## config.mk

```make
export PLATFORM = sky130hd
export DESIGN_NAME = reflet_addressable_io_arbiter_flat
export DESIGN_NICKNAME = d
export VERILOG_FILES = /design/src/rtl/reflet_addressable_io_arbiter_if.sv /design/src/rtl/reflet_addressable_io_arbiter.sv /design/src/flat_wrapper.sv
export SDC_FILE = /design/constraint.sdc
export NUM_CORES = 1
export LEC_CHECK = 0
export ABC_AREA = 1
export CAP_MARGIN = 20
export CORE_MARGIN = 8
export CORE_UTILIZATION = 43
export DETAILED_ROUTE_END_ITERATION = 10
export GPL_ROUTABILITY_DRIVEN = 0
export HOLD_SLACK_MARGIN = 0.15
export PLACE_DENSITY_LB_ADDON = 0.2
export SYNTH_ARGS = -nofsm -noshare
export SYNTH_HDL_FRONTEND = slang
export SYNTH_SLANG_ARGS = --single-unit
```

## constraint.sdc

```tcl
create_clock -name clk -period 3.6 [get_ports clk]
set_clock_uncertainty 0.15 [all_clocks]
set_input_delay 0.54 -clock clk [delete_from_list [all_inputs] [get_ports clk]]
set_output_delay 0.54 -clock clk [all_outputs]
set_load 0.05 [all_outputs]
```

## src/rtl/reflet_addressable_io_arbiter_if.sv

```systemverilog
// Request/ack bundle for the masters plus the bit-addressed IO bank pins.
// slave = arbiter side, master = environment (masters and bank) side.
interface reflet_addressable_io_arbiter_if #(
    parameter int nb_requesters = 2,
    parameter int addr_size     = 8
);
    logic [nb_requesters-1:0]           req;
    logic [nb_requesters-1:0]           req_write;
    logic [nb_requesters*addr_size-1:0] req_addr;
    logic [nb_requesters-1:0]           req_data;
    logic [nb_requesters-1:0]           ack;
    logic                               rd_gpi;
    logic                               rd_gpo;
    logic                               busy;
    logic [addr_size-1:0]               io_addr;
    logic                               io_gpo_write;
    logic                               io_edit_gpo;
    logic                               io_gpi_read;
    logic                               io_gpo_read;

    modport slave (
        input  req, req_write, req_addr, req_data, io_gpi_read, io_gpo_read,
        output ack, rd_gpi, rd_gpo, busy, io_addr, io_gpo_write, io_edit_gpo
    );

    modport master (
        output req, req_write, req_addr, req_data, io_gpi_read, io_gpo_read,
        input  ack, rd_gpi, rd_gpo, busy, io_addr, io_gpo_write, io_edit_gpo
    );
endinterface

```

## src/rtl/reflet_addressable_io_arbiter.sv

```systemverilog
// Round-robin arbiter sharing one bit-addressed IO bank between nb_requesters masters.
// Ack 2 cycles after grant for reads / out-of-range, 3 for writes; masters hold req until ack.
module reflet_addressable_io_arbiter #(
    parameter int nb_requesters = 2,
    parameter int addr_size     = 8,
    parameter int number_of_io  = 128
) (
    input  logic clk,
    input  logic reset,
    reflet_addressable_io_arbiter_if.slave bus
);
    localparam int gw = (nb_requesters > 1) ? $clog2(nb_requesters) : 1;

    typedef enum logic [1:0] {IDLE, SETUP, WRITE, ACK} state_t;

    state_t               state;
    state_t               state_nxt;
    logic [gw-1:0]        last_grant;
    logic [gw-1:0]        grant;
    logic [gw-1:0]        pick;
    logic [gw-1:0]        cand;
    logic [addr_size-1:0] addr_q;
    logic [addr_size-1:0] sel_addr;
    logic                 write_q;
    logic                 data_q;
    logic                 rd_gpi_q;
    logic                 rd_gpo_q;
    logic                 any_req;
    logic                 in_range;

    assign any_req  = |bus.req;
    assign in_range = (32'(addr_q) < 32'(number_of_io));
    assign sel_addr = addr_size'(bus.req_addr >> (32'(pick) * 32'(addr_size)));

    // Scan from farthest to nearest so the index right after last_grant wins.
    always_comb begin
        pick = last_grant;
        cand = '0;
        for (int k = nb_requesters; k >= 1; k--) begin
            cand = gw'((32'(last_grant) + 32'(k)) % 32'(nb_requesters));
            if (bus.req[cand]) begin
                pick = cand;
            end
        end
    end

    always_comb begin
        state_nxt = state;
        unique case (state)
            IDLE:    if (any_req) state_nxt = SETUP;
            SETUP:   state_nxt = (write_q && in_range) ? WRITE : ACK;
            WRITE:   state_nxt = ACK;
            ACK:     state_nxt = IDLE;
            default: state_nxt = IDLE;
        endcase
    end

    always_ff @(posedge clk) begin
        if (!reset) begin
            state <= IDLE;
        end else begin
            state <= state_nxt;
        end
    end

    always_ff @(posedge clk) begin
        if (!reset) begin
            last_grant <= gw'(nb_requesters - 1);
            grant      <= '0;
            addr_q     <= '0;
            write_q    <= 1'b0;
            data_q     <= 1'b0;
            rd_gpi_q   <= 1'b0;
            rd_gpo_q   <= 1'b0;
        end else begin
            if (state == IDLE && any_req) begin
                grant      <= pick;
                last_grant <= pick;
                addr_q     <= sel_addr;
                write_q    <= bus.req_write[pick];
                data_q     <= bus.req_data[pick];
            end
            // Out-of-range addresses read as zero instead of whatever the bank returns.
            if (state == SETUP) begin
                rd_gpi_q <= in_range & bus.io_gpi_read;
                rd_gpo_q <= in_range & bus.io_gpo_read;
            end
        end
    end

    for (genvar g = 0; g < nb_requesters; g++) begin : g_ack
        assign bus.ack[g] = (state == ACK) && (grant == gw'(g));
    end

    assign bus.rd_gpi       = rd_gpi_q;
    assign bus.rd_gpo       = rd_gpo_q;
    assign bus.busy         = (state != IDLE);
    assign bus.io_addr      = addr_q;
    assign bus.io_gpo_write = data_q;
    assign bus.io_edit_gpo  = (state == WRITE);
endmodule
```

## src/flat_wrapper.sv

```systemverilog
// flat-port wrapper written by rule: the top's interface ports become plain ports
module reflet_addressable_io_arbiter_flat 
#(
    parameter int nb_requesters = 2,
    parameter int addr_size     = 8,
    parameter int number_of_io  = 128
)
  (clk, reset, bus_req, bus_req_write, bus_req_addr, bus_req_data, bus_io_gpi_read, bus_io_gpo_read, bus_ack, bus_rd_gpi, bus_rd_gpo, bus_busy, bus_io_addr, bus_io_gpo_write, bus_io_edit_gpo);
  reflet_addressable_io_arbiter_if #(.nb_requesters(nb_requesters), .addr_size(addr_size)) bus_i ();
  input  logic clk;
  input  logic reset;
  input wire logic [$bits(bus_i.req)-1:0] bus_req;
  input wire logic [$bits(bus_i.req_write)-1:0] bus_req_write;
  input wire logic [$bits(bus_i.req_addr)-1:0] bus_req_addr;
  input wire logic [$bits(bus_i.req_data)-1:0] bus_req_data;
  input wire logic [$bits(bus_i.io_gpi_read)-1:0] bus_io_gpi_read;
  input wire logic [$bits(bus_i.io_gpo_read)-1:0] bus_io_gpo_read;
  output wire logic [$bits(bus_i.ack)-1:0] bus_ack;
  output wire logic [$bits(bus_i.rd_gpi)-1:0] bus_rd_gpi;
  output wire logic [$bits(bus_i.rd_gpo)-1:0] bus_rd_gpo;
  output wire logic [$bits(bus_i.busy)-1:0] bus_busy;
  output wire logic [$bits(bus_i.io_addr)-1:0] bus_io_addr;
  output wire logic [$bits(bus_i.io_gpo_write)-1:0] bus_io_gpo_write;
  output wire logic [$bits(bus_i.io_edit_gpo)-1:0] bus_io_edit_gpo;
  assign bus_i.req = bus_req;
  assign bus_i.req_write = bus_req_write;
  assign bus_i.req_addr = bus_req_addr;
  assign bus_i.req_data = bus_req_data;
  assign bus_i.io_gpi_read = bus_io_gpi_read;
  assign bus_i.io_gpo_read = bus_io_gpo_read;
  assign bus_ack = bus_i.ack;
  assign bus_rd_gpi = bus_i.rd_gpi;
  assign bus_rd_gpo = bus_i.rd_gpo;
  assign bus_busy = bus_i.busy;
  assign bus_io_addr = bus_i.io_addr;
  assign bus_io_gpo_write = bus_i.io_gpo_write;
  assign bus_io_edit_gpo = bus_i.io_edit_gpo;
  reflet_addressable_io_arbiter #(.nb_requesters(nb_requesters), .addr_size(addr_size), .number_of_io(number_of_io)) u_core (.clk(clk), .reset(reset), .bus(bus_i));
endmodule
```

==> results.json, run 1 <==
{
  "critPathKind": "flip-flop to output pin",
  "hp-start": "u_core.bus.rd_gpo",
  "maxCapViolations": 0,
  "setup_viol": 0,
  "cts_inserted_buffers": 3,
  "synth_top_area_cell": "dfxtp_1",
  "grt-ovfl-total": 0,
  "crit_path_max_fanout": 5,
  "cts_hold_buf": 0,
  "rsz0062_at_grt": "false",
  "path_clk_slew_ns": 0.09,
  "wl_per_cell_um": 12.09,
  "final_cell_mix": "clkdlybuf4s50_1 (40), nand2_1 (32), inv_1 (28)",
  "finalHoldViolations": 0,
  "ctsRootBufferMaster": "clkbuf_4",
  "period_needed_ns": 2.637,
  "yosysSeqAreaShare": 0.3647,
  "cts.path.max_buffers": 2,
  "synth_area_leaders": "dfxtp_1 (36%), nand3_1 (14%), nand2_1 (14%)",
  "dpl.hpwl_um": 1855,
  "drt-total-wl_um": 2393,
  "cts-htree-levels": 1,
  "syn_inst": 133,
  "cp_data_required_time_ns": 2.91,
  "r2r_start": "u_core.state[0]",
  "die_w_um": 61.20,
  "n_antenna_cell": 0,
  "setup.worst_path.start": "u_core.state[0]",
  "grt_pass1_wl_um": 3919,
  "end_kind": "output pin",
  "drt_pass1_iterations": 4,
  "grtUsageMet1": 0.1555,
  "relSlewSlack": 0.4594,
  "post-cts-setup-buffers": 0,
  "grtUsageTotal": 0.1391,
  "met2_usage": 0.2149,
  "worst_slew_pin_slew_ns": 0.8054,
  "cts_tree": "done",
  "synth.top_cell.area_share": 0.3647,
  "die_h_um": 61.20,
  "ys_ff_latch": 16,
  "grt_max_degree": 16,
  "antenna_left": 0,
  "final_common_cell": "clkdlybuf4s50_1",
  "io_buffers": 40,
  "hold_class": "flip-flop to flip-flop",
  "antenna_found_initial": 0,
  "clk_latency_ns": 0.29,
  "drive_above_1_share": 0.04678,
  "vias_per_cell": 4.808,
  "cp.arrival_ns": 1.95,
  "p_leak_nw": 0.6253,
  "grt_most_used_layer": "met2",
  "syn_area_um2": 878.3,
  "initial_utilization": 0.4523,
  "met3_usage": 0.06681,
  "cts.repair.resized": 0,
  "place_inst": 195,
  "status": "completed",
  "tns_ns": 0,
  "grt_pass1_vias": 935,
  "drc": 0,
  "io_pins": 41,
  "die_area_um2": 3745,
  "min_period_over_period": 0.7326,
  "synth_cell_types": 18,
  "irDropWorstVdd_mv": 0.6040,
  "design.core.area_um2": 1942,
  "slew_violations": 0,
  "fin_nets": 203,
  "yosysWarnings": 0,
  "cts.sinks": 16,
  "dr_total_vias": 952,
  "start_kind": "flip-flop",
  "drt_iter0_drc": 7,
  "std_cell_rows": 16,
  "layout.cells.non_filler": 198,
  "area_growth_pct": 48.29,
  "fmax_ghz": 0.3792,
  "syn_area_per_cell_um2": 6.604,
  "syn_nets": 163,
  "power_density_nw_per_um2": 850.6
}
## critical path: stages, from the launching register on
cell and delay (ns):
dfxtp_1 0.42, inv_1 0.08, ha_1 0.25, inv_2 0.10, clkdlybuf4s50_1 0.80
## cells in the mapped netlist
cell	count
ha_1	4
inv_1	28
nor2_2	1
buf_4	1
a21oi_1	15
nor2_4	1
o21ai_0	1
buf_1	1
inv_2	1
o21ai_1	1
nand3_1	24
buf_2	2
nand2_2	2
nand2_1	32
o211ai_1	1
nor2_1	1
dfxtp_1	16
buf_6	1
## per-stage QoR
stage | hold slack [ns] | utilization | setup WS [ns] | power, W | cell area [um2]
floorplan | 0.3082 | - | 1.698 | 0.0008236 | 878.3
global placement | 0.3036 | 0.6591 | 1.344 | 0.0009993 | 1280
detailed placement | 0.3092 | 0.6591 | 1.293 | 0.001018 | 1280
CTS | 0.3219 | 0.6707 | 0.9597 | 0.001120 | 1303
global route | 0.3453 | 0.6707 | 0.8836 | 0.001197 | 1303
finish | 0.3199 | 0.6707 | 0.9625 | 0.001108 | 1303
## cell type report
| type | count | area (um2) |
|---|---|---|
| clock buffers | 3 | 22.52 |
| fillers | 208 | 639.4 |
| inverters | 29 | 108.9 |
| multi-input cells | 83 | 416.7 |
| flip-flops and latches | 16 | 320.3 |
| well taps | 27 | 33.78 |
| repair buffers | 40 | 400.4 |
## routing by layer
| layer | routed length, um | vias to the layer above |
|---|---|---|
| met2 | 1097 | 29 |
| met4 | 42 | 0 |
| li1 | - | 490 |
| met1 | 1015 | 428 |
| met5 | 0 | - |
| met3 | 238 | 5 |
## cell families (layout without fill, tap and decap cells)
group / count (synthesis) / count (layout) / synth area share
flip-flops: 16 / 16 / 0.3647
AO/OA/AOI/OAI: 18 / 18 / 0.1054
AND/OR/NAND/NOR: 61 / 61 / 0.3120
buffers and inverters: 34 / 72 / 0.1610
adder cells (fa/ha/maj): 4 / 4 / 0.05698
## state kept, by name (all words and copies together) (netlist names)
register,cells
u_core.state,2
u_core.bus.rd_gpi,1
u_core.bus.rd_gpo,1
u_core.write_q,1
u_core.bus.io_addr,8
u_core.grant,1
u_core.last_grant,1
u_core.bus.io_gpo_write,1
## report_power, final
group          total (W)  internal [W]  switching (W)
sequential      0.000294      0.000251      0.0000430
clock           0.000101     0.0000390      0.0000615
combinational   0.000714      0.000242       0.000472
## worst paths after layout
path | to | slack, ns | depth (start not counted)
setup reg to reg | u_core.bus.io_addr[7] | 1.86 | 6
hold / removal | u_core.bus.rd_gpo | 0.32 | 2
setup / recovery | bus_busy | 0.96 | 4
hold reg to reg | u_core.bus.rd_gpo | 0.32 | 2
No activity file was read; power rests on OpenSTA's default activity.
==> run 2, diff against run 1 <==
- CORE_UTILIZATION: 43 -> 40
- clock period: 3.6 -> 2.5 ns (I/O delays scaled with it)
==> run 2 against run 1 <==
  * Design area up 1.9%
  * Largest cell class unchanged
  * Critical path depth unchanged
  * Sequential share of layout area fell by 0.46 points
  * Core utilization decreased by 5.3 points
  * First-iteration DRC count rose to 3.7 times the previous value
  * Cell count up 1.5%
  * Sequential power up 44%
==> results.json, run 2 (synthesized netlist as in run 1, its figures left out) <==
{
  "rsz0062_at_grt": "false",
  "final_util": 0.6179,
  "drt_iter0_drc": 26,
  "placed_cell_area_um2": 1289,
  "grt_pass1_wl_um": 4008,
  "drt-total-wl_um": 2307,
  "end_kind": "output pin",
  "fin_nets": 204,
  "n_antenna_cell": 0,
  "io_buffers": 40,
  "initial_utilization": 0.4089,
  "grtUsageTotal": 0.1201,
  "r2r_start": "u_core.state[1]",
  "wl_per_cell_um": 11.48,
  "cts.sinks": 16,
  "min_period_over_period": 0.9252,
  "dpl.hpwl_um": 1817,
  "die_w_um": 62.86,
  "setup_viol": 0,
  "antenna_left": 0,
  "die_area_um2": 3951,
  "irDropWorstVdd_mv": 0.6652,
  "start_kind": "flip-flop",
  "relSlewSlack": 0.6635,
  "worst_slew_pin_slew_ns": 0.5031,
  "finalHoldViolations": 0,
  "cp.arrival_ns": 1.79,
  "cts_inserted_buffers": 3,
  "setup.worst_path.start": "u_core.state[0]",
  "vias_per_cell": 4.672,
  "maxCapViolations": 0,
  "std_cell_rows": 17,
  "ctsRootBufferMaster": "clkbuf_4",
  "cp_data_required_time_ns": 1.98,
  "grt_max_degree": 16,
  "clk_latency_ns": 0.28,
  "tns_ns": 0,
  "cts.path.max_buffers": 2,
  "fmax_ghz": 0.4323,
  "final_common_cell": "clkdlybuf4s50_1",
  "fillers": 203,
  "area_growth_pct": 51.14,
  "hold_class": "flip-flop to flip-flop",
  "crit_path_max_fanout": 5,
  "worst_slack_ns": 0.1870,
  "largest_reg_flops": 8,
  "p_leak_nw": 0.6481,
  "cts-htree-levels": 1,
  "final_cell_mix": "clkdlybuf4s50_1 (39), nand2_1 (32), inv_1 (28)",
  "period_needed_ns": 2.313,
  "final_area_um2": 1328,
  "status": "completed",
  "grt-ovfl-total": 0,
  "drive_above_1_share": 0.05780,
  "design.core.area_um2": 2148,
  "path_clk_slew_ns": 0.09,
  "grt_pass1_vias": 981,
  "drt_pass1_iterations": 4,
  "drc": 0,
  "antenna_found_initial": 0,
  "preCtsSetupSlack_ns": 0.3623,
  "io_pins": 41,
  "cts_tree": "done",
  "slew_violations": 0,
  "critPathKind": "flip-flop to output pin",
  "hp-start": "u_core.bus.rd_gpo",
  "power_density_nw_per_um2": 1231,
  "dr_total_vias": 939,
  "die_h_um": 62.86,
  "cts_hold_buf": 0
}
-- run 2: cell types whose count changed in the layout (fill, tap and decap cells not counted), sizes merged --
| cell | previous run | this run |
|---|---|---|
| clkbuf | 3 | 4 |
| dlymetal6s2s | 0 | 1 |
| buf | 0 | 1 |
| clkdlybuf4s50 | 40 | 39 |
-- run 2: path summary, 6_finish.rpt --
path,to,slack [ns],depth (start not counted)
worst min-delay path,u_core.bus.rd_gpo,0.32,2
worst max register to register,u_core.grant,0.97,6
worst max-delay path,bus_ack[0],0.19,4
worst min register to register,u_core.bus.rd_gpo,0.32,2
-- run 2: power breakdown --
| part | internal, W | switching, W |
|---|---|---|
| Clock | 0.0000886 | 0.0000818 |
| Sequential | 0.000361 | 0.0000619 |
| Combinational | 0.000360 | 0.000680 |
| Total | 0.000810 | 0.000824 |
-- run 2: area by class of cell --
class / count / area [um2] / area share
multi-input combinational: 83 / 416.7 / 0.3139
sequential: 16 / 320.3 / 0.2413
clock buffer: 4 / 36.28 / 0.02733
timing repair buffer: 41 / 410.4 / 0.3091
tap: 28 / 35.03 / 0.02639
inverter: 29 / 108.9 / 0.08200
-- run 2: layer usage --
| layer | vias to the layer above | GRT usage | part of all wire |
|---|---|---|---|
| li1 | 491 | - | - |
| met1 | 418 | 0.1146 | 0.41 |
| met2 | 28 | 0.2254 | 0.51 |
| met3 | 2 | 0.04122 | 0.069 |
| met4 | 0 | 0.05128 | 0.0074 |
| met5 | - | 0 | 0 |
-- run 2: metrics by stage --
step / hold slack, ns / power [W] / instances
2_1_floorplan: 0.3082 / 0.001186 / 133
3_3_place_gp: 0.3040 / 0.001454 / 197
3_5_place_dp: 0.3054 / 0.001481 / 197
4_1_cts: 0.3202 / 0.001655 / 201
5_1_grt: 0.3623 / 0.001767 / 201
6_report: 0.3185 / 0.001634 / 201
-- run 2: worst max-delay path, stage by stage (launching register included) --
cell and delay [ns]:
dfxtp_1 0.40, ha_1 0.19, inv_1 0.04, nor2_1 0.07
clkdlybuf4s50_1 0.80
-- run 2: repair_timing --
action,CTS,global route
buffers inserted,0,0
gates resized for setup,0,1
setup endpoints to repair,0,1
